$ cat config.mk
export PLATFORM = sky130hd
export DESIGN_NAME = zle_param_enc
export DESIGN_NICKNAME = d
export VERILOG_FILES = /design/src/rtl/zle_param_enc.sv
export SDC_FILE = /design/constraint.sdc
export NUM_CORES = 1
export LEC_CHECK = 0
export CAP_MARGIN = 30
export CORE_ASPECT_RATIO = 1.4
export CORE_MARGIN = 2
export CORE_UTILIZATION = 50
export DETAILED_ROUTE_END_ITERATION = 7
export DONT_BUFFER_PORTS = 1
export PLACE_DENSITY = 0.66
export SETUP_SLACK_MARGIN = 0.4
export SLEW_MARGIN = 20
export SYNTH_ARGS = -nofsm -noshare
export SYNTH_HDL_FRONTEND = slang
export SYNTH_SLANG_ARGS = --single-unit
$ cat constraint.sdc
create_clock -name clock -period 3.7 [get_ports clock]
set_clock_uncertainty 0.2 [all_clocks]
set_input_delay 0.74 -clock clock [delete_from_list [all_inputs] [get_ports clock]]
set_output_delay 0.74 -clock clock [all_outputs]
set_load 0.01 [all_outputs]
$ cat src/rtl/zle_param_enc.sv
// Zero run-length encoder: nonzero tokens pass, zero runs collapse to run tokens.
// Ports: clock/reset, input stream i_v/i_b/i_d/i_eos, output stream o_v/o_b/o_d/o_run/o_eos.
module zle_param_enc #(
  parameter int W       = 8,
  parameter int MAX_RUN = 16,
  parameter int CW      = $clog2(MAX_RUN + 1)
) (
  input  logic         clock,
  input  logic         reset,
  input  logic         i_v,
  output logic         i_b,
  input  logic [W-1:0] i_d,
  input  logic         i_eos,
  output logic         o_v,
  input  logic         o_b,
  output logic [W-1:0] o_d,
  output logic         o_run,
  output logic         o_eos
);

  localparam logic [1:0] S_IDLE  = 2'd0;
  localparam logic [1:0] S_ZEROS = 2'd1;
  localparam logic [1:0] S_PEND  = 2'd2;

  logic [1:0]    r_state;
  logic [CW-1:0] r_cnt;
  logic [W-1:0]  r_p_d;
  logic          r_p_eos;
  logic          r_v;
  logic [W-1:0]  r_d;
  logic          r_run;
  logic          r_eos;

  logic          w_free;
  logic          w_acc;
  logic          w_zero;
  logic [CW-1:0] w_inc;
  logic          w_full;
  logic          w_ld;
  logic [W-1:0]  w_ld_d;
  logic          w_ld_run;
  logic          w_ld_eos;
  logic          w_pld;
  logic [1:0]    w_nstate;
  logic [CW-1:0] w_ncnt;

  // slot is free when empty or being drained this cycle
  assign w_free = !r_v || !o_b;
  assign i_b    = (r_state == S_PEND) || (r_v && o_b);
  assign w_acc  = i_v && !i_b;
  assign w_zero = !i_eos && (i_d == '0);
  // cnt < MAX_RUN in ZEROS, so the increment never wraps
  assign w_inc  = r_cnt + CW'(1);
  assign w_full = (w_inc == CW'(MAX_RUN));

  always_comb begin
    w_ld     = 1'b0;
    w_ld_d   = '0;
    w_ld_run = 1'b0;
    w_ld_eos = 1'b0;
    w_pld    = 1'b0;
    w_nstate = r_state;
    w_ncnt   = r_cnt;
    unique case (r_state)
      S_IDLE: begin
        if (w_acc) begin
          if (i_eos) begin
            w_ld     = 1'b1;
            w_ld_eos = 1'b1;
          end else if (w_zero) begin
            w_ncnt   = CW'(1);
            w_nstate = S_ZEROS;
          end else begin
            w_ld   = 1'b1;
            w_ld_d = i_d;
          end
        end
      end
      S_ZEROS: begin
        if (w_acc) begin
          if (w_zero && w_full) begin
            w_ld     = 1'b1;
            w_ld_d   = W'(MAX_RUN);
            w_ld_run = 1'b1;
            w_ncnt   = '0;
            w_nstate = S_IDLE;
          end else if (w_zero) begin
            w_ncnt = w_inc;
          end else begin
            w_ld     = 1'b1;
            w_ld_d   = W'(r_cnt);
            w_ld_run = 1'b1;
            w_pld    = 1'b1;
            w_ncnt   = '0;
            w_nstate = S_PEND;
          end
        end
      end
      S_PEND: begin
        if (w_free) begin
          w_ld     = 1'b1;
          w_ld_d   = r_p_d;
          w_ld_eos = r_p_eos;
          w_nstate = S_IDLE;
        end
      end
      default: w_nstate = S_IDLE;
    endcase
  end

  always_ff @(posedge clock or negedge reset) begin
    if (!reset) begin
      r_state <= S_IDLE;
      r_cnt   <= '0;
      r_p_d   <= '0;
      r_p_eos <= 1'b0;
    end else begin
      r_state <= w_nstate;
      r_cnt   <= w_ncnt;
      if (w_pld) begin
        r_p_d   <= i_eos ? '0 : i_d;
        r_p_eos <= i_eos;
      end
    end
  end

  always_ff @(posedge clock or negedge reset) begin
    if (!reset) begin
      r_v   <= 1'b0;
      r_d   <= '0;
      r_run <= 1'b0;
      r_eos <= 1'b0;
    end else if (w_free) begin
      r_v <= w_ld;
      if (w_ld) begin
        r_d   <= w_ld_d;
        r_run <= w_ld_run;
        r_eos <= w_ld_eos;
      end
    end
  end

  assign o_v   = r_v;
  assign o_d   = r_d;
  assign o_run = r_run;
  assign o_eos = r_eos;

endmodule

# == After elaboration in Yosys (flattened, before gate mapping) ==
# Index checks and enable logic that the tools add are counted.
# word_totals
out_inout_bits,12
regBits,27
n_memories,0
latch_bits,0
in_bits,13
ram_bits,0
word_cells,71
mem_bits_ro,0
# op_classes
n_mux,37
n_shift,0
div_mod_pow,0
bitwise_logic,0
multipliers,0
eq_ne,9
n_reduce_logical,16
n_addsub,1
n_lt_le_gt_ge,0
# ops
operator,n
$mux 5,9
$mux 8,4
$pmux 8 s3,1
$mux 2,7
$mux 1,12
$ne 2x2->1 const B,5
$pmux 5 s2,1
$logic_not 8->1,1
$pmux 2 s3,1
$reduce_and 6->1,1
$add 5x1->5 const B,1
$eq 5x5->1 const B,1
$reduce_and 5->1,1
$logic_and 1x1->1,4
$logic_not 1->1,4
$ne 3x3->1 const B,1
$pmux 1 s3,1
$eq 2x1->1 const B,1
$eq 2x2->1 const B,1
$logic_not 2->1,1
$logic_or 1x1->1,2
$pmux 1 s2,1
$reduce_and 2->1,1
$reduce_bool 2->1,1

# == Longest topological paths before layout ==
# logic_depth
word_depth,7
mapped_depth,7
depth_no_buf,5

# == Least setup slack after synthesis ==
# No wires, ideal clock.
# synth_path
path_kind,input port to flip-flop
startpoint,in i_eos
endpoint,"reg r_d[5], in the netlist o_d[5]"
path_buffers,1
required_time_ns,3.375
stages,6
setup_time_ns,0.125
arrival_ns,1.924
setup_slack_ns,1.451
cell_sequence,nor4_4 and3_4 o21ai_2 a21boi_2 buf_6 mux2_4
# synth_via
elab_chain_cells,7
elab_cells_between_ends,14
cone_classes,mux (10); reduce/logical (4)
# synth_lines
item,line_no,source
"start, declared",13,"input logic i_eos,"
$logic_not 1->1,51,assign w_zero = !i_eos && (i_d == '0);
$logic_and 1x1->1,51,
$mux 1 or $logic_and 1x1->1 (tied branches),"70, 87, 81",
$mux 1 (on tied branches),"81, 67",
$mux 1 (on tied branches),"80, 66",
$pmux 1 s3,64,unique case (r_state)
$reduce_and 2->1 (no source line),--,
"end signal, assigned",136,r_d <= w_ld_d;
"end, declared",30,logic [W-1:0] r_d;
# Several ways; a longest one is shown, not always the timed one.
# A chain may end at the register's enable or synchronous reset.

# == Final worst setup path ==
# layout_path
startpoint,in i_eos
endpoint,"reg r_eos, in the netlist o_eos"
# layout_via
elab_chain_cells,7
elab_cells_between_ends,13
cone_classes,mux (9); reduce/logical (4)
# layout_lines
item,line_no,source
$logic_not 1->1,51,
$logic_and 1x1->1,51,
$mux 1 or $logic_and 1x1->1 (tied branches),"70, 87, 81",
$mux 1 (on tied branches),"81, 67",
$mux 1 (on tied branches),"80, 66",
$pmux 1 s3,64,
$reduce_and 2->1 (no source line),--,
"end signal, assigned",138,r_eos <= w_ld_eos;
"end, declared",32,logic r_eos;
# Several ways; a longest one is shown, not always the timed one.

==> run metrics <==
status finished, final reports clean; Tmin final 2.278 ns; Top Family by Delay on Critical Path compound AO/OA/AOI/OAI gates; Top-Level Pins 25; predominant post-synthesis flop cell dfrtp_1; Via Count 1013; maximum vdd drop 0.0001921 V; Final Max Tran Viols 0; worst min path class in -> async; FP Rows 22; top-count cell post-synth dfrtp_1; IO buf count 0; chip height 67.09 um; Slew @ Worst Pin 0.9107 ns; # resized after CTS 0; fin nets 153; ANT nets after route 0; Power Density 345.3 nW/um^2; Post-synth top cells dfrtp_1 (27), nand2_1 (17), o21ai_0 (13); Initial Utilization 53.23%; Sink Count 27; Final TNS setup 0 ns; CP endpoint kind register; leakage 0.0006494 uW; crit path max-delay cell type a21boi_2; clk buf depth 2; CTS tree done; fmax 439.1 MHz; DR pass1 iterations 5; synth unique cells 35; Final Setup Violations 0; H-Tree Depth 1; core area 2670 sq um; EDFF count, synth 0; worst setup margin 1.422 ns; critical-path cell list nor4_4, and3_4, o21ai_2, a21boi_2, mux2_4; Worst slew margin 38.82%; Hold Vio Cnt, Final 0; Die Width 49.06 um; crit-path max FO 12; Post-DP HPWL 2.111 mm; crit-path max cell delay 0.56 ns; first-pass GRT wire length 4.788 mm; largest net degree at the start of global routing 28; top cells by area, synth dfrtp_1 (48%), nand2b_1 (5.3%), o21ai_0 (4.6%); synthesized netlist cell count 138; gr usage total 19.14%; clk slew on worst S/H paths 0.14 ns; CP bufs+invs 0; post-CTS repair timing setup buffer count 0; Synth area leader dfrtp_1; initial antenna violation count 0; Crit Path Category in -> reg; Post-Syn Area 1421 sq um; crit start category input pin; share of layout cells above drive strength 1 12.32%; Root Driver clkbuf_4; vias per cell 5.822; grt ovf 0; met3 Usage GRT 4.036%; Reg2Reg Setup Slack 1.43 ns; number of remaining DRC errors 0; worst r2r src r_state[0]$_DFFE_PN0P_; Async S/R FF share, synth 100.0%; Clock Latency Late Sink 0.32 ns; max_cap viols 0; GR Util met2 31.25%; Die ar. 3291 sq um; Inserted Diodes 0; CTS buffer count 3; gr busiest metal met2; Area growth syn-to-layout 4.578%; Critical Path RT 3.72 ns; DR iter-0 viols 53; wire per inst 16.27 um; Ys Warns 0; drt total wl 2.831 mm; post-synth top area share 47.54%; number of hold buffers added after CTS 1; GR Util met1 24.68%; vias in the first global route 1008; Yosys reg bits 27; Post-Syn Nets 152; RD Place Congestion 0.8060; R2R depth 4; Post-Place Setup Slack 1.065 ns; number of fill cells 243; RSZ-0062 raised after global routing no; Tcrit/Tclk final 61.55%; synthesized area per cell 10.30 sq um; sequential element share of the synthesized area 47.54%; Crit path arrival time 2.30 ns; RR Endpoint o_eos$_DFFE_PN0P_
cells in the final DEF (no fill, tap or decap):
cell type / instances
dfrtp_1: 27
nand2_1: 17
o21ai_0: 13
nand2b_1: 12
nand3_1: 7
inv_1: 6
a222oi_1: 5
mux2_4: 4
mux2i_1: 4
nor2b_1: 3
nor3_1: 3
a22o_1: 3
a22oi_1: 3
clkbuf_4: 3
a21boi_2: 2
nor2_1: 2
and3_4: 2
a21oi_1: 2
and2_1: 2
o31ai_1: 2
nor4_4: 1
a32o_1: 1
and4b_1: 1
a21oi_2: 1
o21ai_2: 1
o211ai_1: 1
o21ai_1: 1
nor4_1: 1
o2111a_1: 1
nand2b_4: 1
a31oi_1: 1
o22ai_1: 1
ha_1: 1
clkbuf_1: 1
buf_12: 1
buf_4: 1
logic make-up after synthesis:
kind of cell / Yosys count / synth area share [%]
AO/OA/AOI/OAI: 38 / 19.37
multiplexers: 8 / 7.043
adder cells (fa/ha/maj): 1 / 0.8801
AND/OR/NAND/NOR: 52 / 21.21
flip-flops: 27 / 47.54
buffers and inverters: 12 / 3.961
where the power goes:
part	switching [uW]	internal, uW	total (uW)
clock	83.8	42.2	126
sequential	18.2	314	332
combinational	28.5	26.6	55.1
total	131	383	513
stage by stage:
step / util [%] / power, uW / instance area [sq um] / hold WS [ns] / cells
2_1_floorplan: - / 377.5 / 1421 / 0.2444 / 138
5_1_grt: 55.67 / 536.2 / 1486 / 0.007192 / 174
3_5_place_dp: 53.94 / 386.1 / 1440 / 0.2450 / 169
3_3_place_gp: 53.94 / 385.1 / 1440 / 0.2450 / 169
4_1_cts: 55.67 / 519.2 / 1486 / 0.01098 / 174
6_report: 55.67 / 513.3 / 1486 / 0.01303 / 174
flip-flops by register name, summed over array words and instances (netlist names):
| name | cells |
|---|---|
| o_run | 1 |
| r_cnt | 5 |
| r_p_d | 8 |
| o_d | 8 |
| r_p_eos | 1 |
| r_state | 2 |
| o_eos | 1 |
| o_v | 1 |
worst max-delay path by stage:
stage                                start                 end  slack, ns  depth (start not counted)
global placement                     i_eos  o_d[6]$_DFFE_PN0P_       1.11                          5
global route        r_state[0]$_DFFE_PN0P_  o_d[6]$_DFFE_PN0P_       1.32                          4
detailed placement                   i_eos   o_eos$_DFFE_PN0P_       1.07                          5
floorplan                            i_eos  o_d[5]$_DFFE_PN0P_       1.45                          6
CTS                                  i_eos   o_eos$_DFFE_PN0P_       1.43                          5
finish                               i_eos   o_eos$_DFFE_PN0P_       1.42                          5
metal layers:
| layer | vias to the layer above | routed length [um] |
|---|---|---|
| met3 | 4 | 171 |
| met2 | 37 | 1373 |
| met1 | 467 | 1248 |
| li1 | 505 | - |
| met5 | - | 0 |
| met4 | 0 | 37 |
cell type report:
class	count	area, sq um	area share (%)
Sequential cell	27	675.6	45.45
Multi-Input combinational cell	99	689.4	46.38
Timing Repair Buffer	2	27.53	1.852
Clock buffer	4	26.28	1.768
Inverter	6	22.52	1.515
Tap cell	36	45.04	3.030
Power figures use the tool's default switching activity.
==> edit 1 (same flow settings) <==
`W`: 8 -> 7.
--- a/src/rtl/zle_param_enc.sv
+++ b/src/rtl/zle_param_enc.sv
@@ -3,3 +3,3 @@
 module zle_param_enc #(
-  parameter int W       = 8,
+  parameter int W       = 7,
   parameter int MAX_RUN = 16,
Interface: changed (resized i_d and o_d); port bits go from 25 to 23. No check against the original RTL was run, so the function may have changed too.
==> edit 1 against the original RTL <==
Wire length fell by 4.5%; area after synthesis fell by 8.5%; setup slack got worse by 0.11 ns; hold slack improved by 0.29 ns; critical path depth did not move; design area fell by 6.2%; power fell by 6.9%; sequential cell count fell by 2; combinational power fell by 11%; global-route usage rose by 1.3 points; sequential share of layout area fell by 0.57 points; highest routed layer unchanged.
==> edit 1: results (changes against the original RTL) <==
* Status: finished, final reports clean
* Pre-CTS WS at 1.12 ns (+0.0577 ns)
* Post-synthesis sequential area ratio at 0.481 (+0.00542)
* Non-filler cells, final at 165 (-5.2%)
* CP max stage delay at 0.63 ns (+0.07 ns)
* RD Place Congestion at 0.807 (about the same)
* Post-Syn Instances at 128 (-7.2%)
* Synth Net Count at 141 (-7.2%)
* Filler cells at 224 (-7.8%)
* Largest net degree at the start of global routing at 26 (-7.1%)
* Grt met3 use at 0.0282 (-0.0121)
* Hold-fix buffers, CTS at 1 (unchanged)
* Peak supply drop at 0.185 mV (-3.6%)
* CTS root buffer: clkbuf_4
* Slew headroom at 0.544 (+0.156)
* H-Tree Depth at 1 (unchanged)
* Initial antenna violation count at 0 (unchanged)
* R2R Setup Slk at 1.31 ns (-0.12 ns)
* Synth top area cells: dfrtp_1 48%, o21ai_0 5.4%, nand2_1 4.9%
* Worst EP arrival at 2.41 ns (+0.11 ns)
* Number of synthesized flops with an enable pin at 0 (unchanged)
* Fin crit period at 2.39 ns (+0.109 ns)
* Pre-antenna DRT Iters at 4 (-1)
* HPWL after DPL at 2.04 mm (-3.4%)
* First-pass GRT wire length at 4.53 mm (-5.3%)
* Yosys warns at 0 (unchanged)
* Leak pwr at 0.578 nW (-11%)
* Drt initial violations at 47 (-11%)
* Ys async rst share at 1.00 (unchanged)
* GRT Total Usage at 0.205 (+0.0132)
* Count of cell types in the netlist at 37 (+5.7%)
* Post-CTS setup buffers at 0 (unchanged)
* Detailed Route WL at 2.71 mm (-4.5%)
* Grt met1 use at 0.278 (+0.0315)
* Fraction of layout cells with a size suffix above 1 at 0.137 (+0.0142)
* Antenna diode count at 0 (unchanged)
* Nets@finish at 145 (-5.2%)
* Cell Area, Placed at 1340 um2 (-7.2%)
* Master of the slowest instance on the critical path: a2111oi_2
* Clock slew seen by the registers of the worst setup and hold paths at 0.13 ns
* Port bufs at 0 (unchanged)
* TritonCTS Buffers at 3 (unchanged)
* Inst Count DP at 159 (-5.9%)
* CTS Buffer Depth at 2 (unchanged)
* Hold Crit Class: reg -> reg
* Clk_lat worst skew at 0.31 ns
* CTS resizes at 0 (unchanged)
* Post-synth top cells: 25 x dfrtp_1, 17 x nand2_1, 14 x o21ai_0
* Critical-path maximum fanout at 12 (unchanged)
* GR peak layer: met2
* Vias in the first global route at 978 (-3.0%)
* Vias per inst at 6.30 (+8.3%)
* Met2 Usage GRT at 0.313 (+0.000856)
* Ys flop type: dfrtp_1
edit 1: cell type report:
class | count | area, um2 | share of cell area
flip-flops and latches | 25 | 626 | 0.449
repair buffers | 3 | 37.5 | 0.0269
inverters | 5 | 18.8 | 0.0135
clock buffers | 3 | 22.5 | 0.0162
clock inverters | 1 | 5.00 | 0.00359
well taps | 34 | 42.5 | 0.0305
multi-input cells | 94 | 642 | 0.461
edit 1: path summary, 6_finish.rpt:
| kind | to | cells after the start | from |
|---|---|---|---|
| max in group asynchronous | r_cnt[0]$_DFFE_PN0P_ | 2 | reset |
| setup reg to reg | o_d[6]$_DFFE_PN0P_ | 5 | r_state[0]$_DFFE_PN0P_ |
| hold reg to reg | r_p_d[5]$_DFFE_PN0P_ | 2 | r_p_d[5]$_DFFE_PN0P_ |
| setup / recovery | o_d[6]$_DFFE_PN0P_ | 5 | r_state[0]$_DFFE_PN0P_ |
| min in group asynchronous | r_p_d[0]$_DFFE_PN0P_ | 2 | reset |
| hold / removal | r_p_d[5]$_DFFE_PN0P_ | 2 | r_p_d[5]$_DFFE_PN0P_ |
edit 1: logic make-up (layout without fill, tap and decap cells):
kind of cell,after synthesis,count (layout),share of synthesized area
and+or+nand+nor,47,47,0.205
muxes,6,6,0.0481
AOI/OAI and AO/OA,40,40,0.231
adders and majority gates,1,1,0.00961
DFF,25,25,0.481
buffers and inverters,9,12,0.0260
edit 1: stage by stage:
stage          power, mW  hold WS (ns)
2_1_floorplan      0.345         0.244
3_3_place_gp       0.354         0.245
3_5_place_dp       0.355         0.245
4_1_cts            0.484       0.00497
5_1_grt            0.510         0.338
6_report           0.478         0.305
edit 1: power by group:
group          switching [mW]  internal [mW]  total [mW]
Sequential             0.0172          0.291       0.308
Combinational          0.0254         0.0236      0.0490
Clock                  0.0802         0.0405       0.121
edit 1: per-layer routing:
layer  wire, um  vias to the layer above
met5          0                        -
li1           -                      483
met1       1190                      517
met3        120                        8
met2       1340                       32
met4         55                        0
edit 1: critical path: cells and delay by family, from the launching register on:
family                 cells  cell delay, ns
buffers and inverters      1            0.15
AOI/OAI and AO/OA          2            0.79
and+or+nand+nor            1            0.23
DFF                        1            0.57
muxes                      1            0.35
==> edit 2 (config.mk and constraints unchanged) <==
Made on the original files. Add an input register stage for `i_v`, `i_d`, `i_eos` and `o_b`, without a reset; this delays them by one clock.
--- a/src/rtl/zle_param_enc.sv
+++ b/src/rtl/zle_param_enc.sv
@@ -24,2 +24,14 @@
 
+  logic i_v_q;
+  logic [W-1:0] i_d_q;
+  logic i_eos_q;
+  logic o_b_q;
+
+  always_ff @(posedge clock) begin
+    i_v_q   <= i_v;
+    i_d_q   <= i_d;
+    i_eos_q <= i_eos;
+    o_b_q   <= o_b;
+  end
+
   logic [1:0]    r_state;
@@ -47,6 +59,6 @@
   // slot is free when empty or being drained this cycle
-  assign w_free = !r_v || !o_b;
-  assign i_b    = (r_state == S_PEND) || (r_v && o_b);
-  assign w_acc  = i_v && !i_b;
-  assign w_zero = !i_eos && (i_d == '0);
+  assign w_free = !r_v || !o_b_q;
+  assign i_b    = (r_state == S_PEND) || (r_v && o_b_q);
+  assign w_acc  = i_v_q && !i_b;
+  assign w_zero = !i_eos_q && (i_d_q == '0);
   // cnt < MAX_RUN in ZEROS, so the increment never wraps
@@ -66,3 +78,3 @@
         if (w_acc) begin
-          if (i_eos) begin
+          if (i_eos_q) begin
             w_ld     = 1'b1;
@@ -74,3 +86,3 @@
             w_ld   = 1'b1;
-            w_ld_d = i_d;
+            w_ld_d = i_d_q;
           end
@@ -120,4 +132,4 @@
       if (w_pld) begin
-        r_p_d   <= i_eos ? '0 : i_d;
-        r_p_eos <= i_eos;
+        r_p_d   <= i_eos_q ? '0 : i_d_q;
+        r_p_eos <= i_eos_q;
       end
Check against the original RTL: not equivalent (a bounded check fails within 4 cycles, from zero or initial values and one cycle with reset low).
==> edit 2 against the original RTL <==
Setup slack lost 0.35 ns; wire length grew 14%; design area grew 18%; power grew 53%; die area grew 12%; fmax shrank 13%; synthesized cell count grew 3.6%; cell count grew 7.5%; area after synthesis grew 13%; sequential cell count grew 11; critical endpoint is now o_d[4]$_DFFE_PN0P_; largest cell class is now sequential cells.
==> edit 2: results (changes against the original RTL) <==
* Status: finished, final reports clean
* Mux share of post-synthesis cell area at 0.0685 (-0.00189)
* Critical-path maximum fanout at 19 (+7)
* Layout non-clock buf frac at 0.0157 (-0.00282)
* RD Place Congestion at 0.833 (+3.4%)
* Filler cells at 262 (+7.8%)
* Hold Slack at 0.0692 ns (+0.0562 ns)
* Number of clock buffers in the layout at 7 (+3)
* Nets@finish at 161 (+5.2%)
* Ys async rst share at 0.711 (-0.289)
* Slew headroom at 0.573 (+0.184)
* Count of cell types in the netlist at 36 (+2.9%)
* Vias in the first global route at 1163 (+15%)
* Clock slew seen by the registers of the worst setup and hold paths at 0.07 ns (-0.07 ns)
* Compound-cell area share of the yosys netlist at 0.200 (+0.00649)
* GRT Total Usage at 0.200 (+0.00817)
* Synth top area cells: dfrtp_1 42%, dfxtp_1 14%, nand2_1 4.4%
* Post-synthesis sequential area ratio at 0.558 (+0.0823)
* Worst R2R Path Depth at 5 (+1)
* Post-Syn Area per Cell at 11.2 um2 (+9.1%)
* Worst Setup SP: i_d_q[0]$_DFF_P_
* Detailed Route WL at 3.23 mm (+14%)
* Fraction of layout cells with a size suffix above 1 at 0.122 (-0.00157)
* R2R Setup Slk at 1.07 ns (-0.36 ns)
* Clk_lat worst skew at 0.28 ns (-0.04 ns)
* Peak supply drop at 0.276 mV (+44%)
* Multi-input comb cells at 94 (-5.1%)
* Fraction of area in registers at 0.511 (+0.0565)
* Synth Area in Adders at 0.00779 (-0.00101)
* Clk tree area frac at 0.0521 (+0.0344)
* Worst EP arrival at 2.63 ns (+0.33 ns)
* Pre-antenna DRT Iters at 4 (-1)
* H-Tree Depth at 2 (+1)
* Synthesized flop and latch total at 38 (+41%)
* TritonCTS Buffers at 5 (+2)
* First-pass GRT wire length at 5.41 mm (+13%)
* Via count at 1126 (+11%)
edit 2: power by group:
group | switching [mW] | total [mW] | leakage [nW] | internal (mW)
Sequential | 0.0200 | 0.452 | 0.462 | 0.432
Combinational | 0.0265 | 0.0498 | 0.238 | 0.0233
Clock | 0.136 | 0.286 | 0.0482 | 0.150
edit 2: stage by stage:
| step | utilization | area, um2 |
|---|---|---|
| after floorplan | - | 1610 |
| final | 0.567 | 1750 |
| after detailed placement | 0.531 | 1640 |
| after global placement | 0.531 | 1640 |
| after CTS | 0.567 | 1750 |
| after global routing | 0.567 | 1750 |
edit 2: metal layers:
metal | track usage | part of all wire | vias up
met5 | 0 | 0 | -
met4 | 0.0819 | 0.020 | 0
met3 | 0.0696 | 0.050 | 6
met2 | 0.326 | 0.53 | 34
met1 | 0.234 | 0.40 | 561
li1 | - | - | 525
edit 2: worst max-delay path, cell delays in order, from the launching register on:
cell,delay [ns]
dfxtp_1,0.33
or4_1,0.55
or4_1,0.63
nand3_1,0.52
o21ai_0,0.17
a2bb2oi_1,0.16
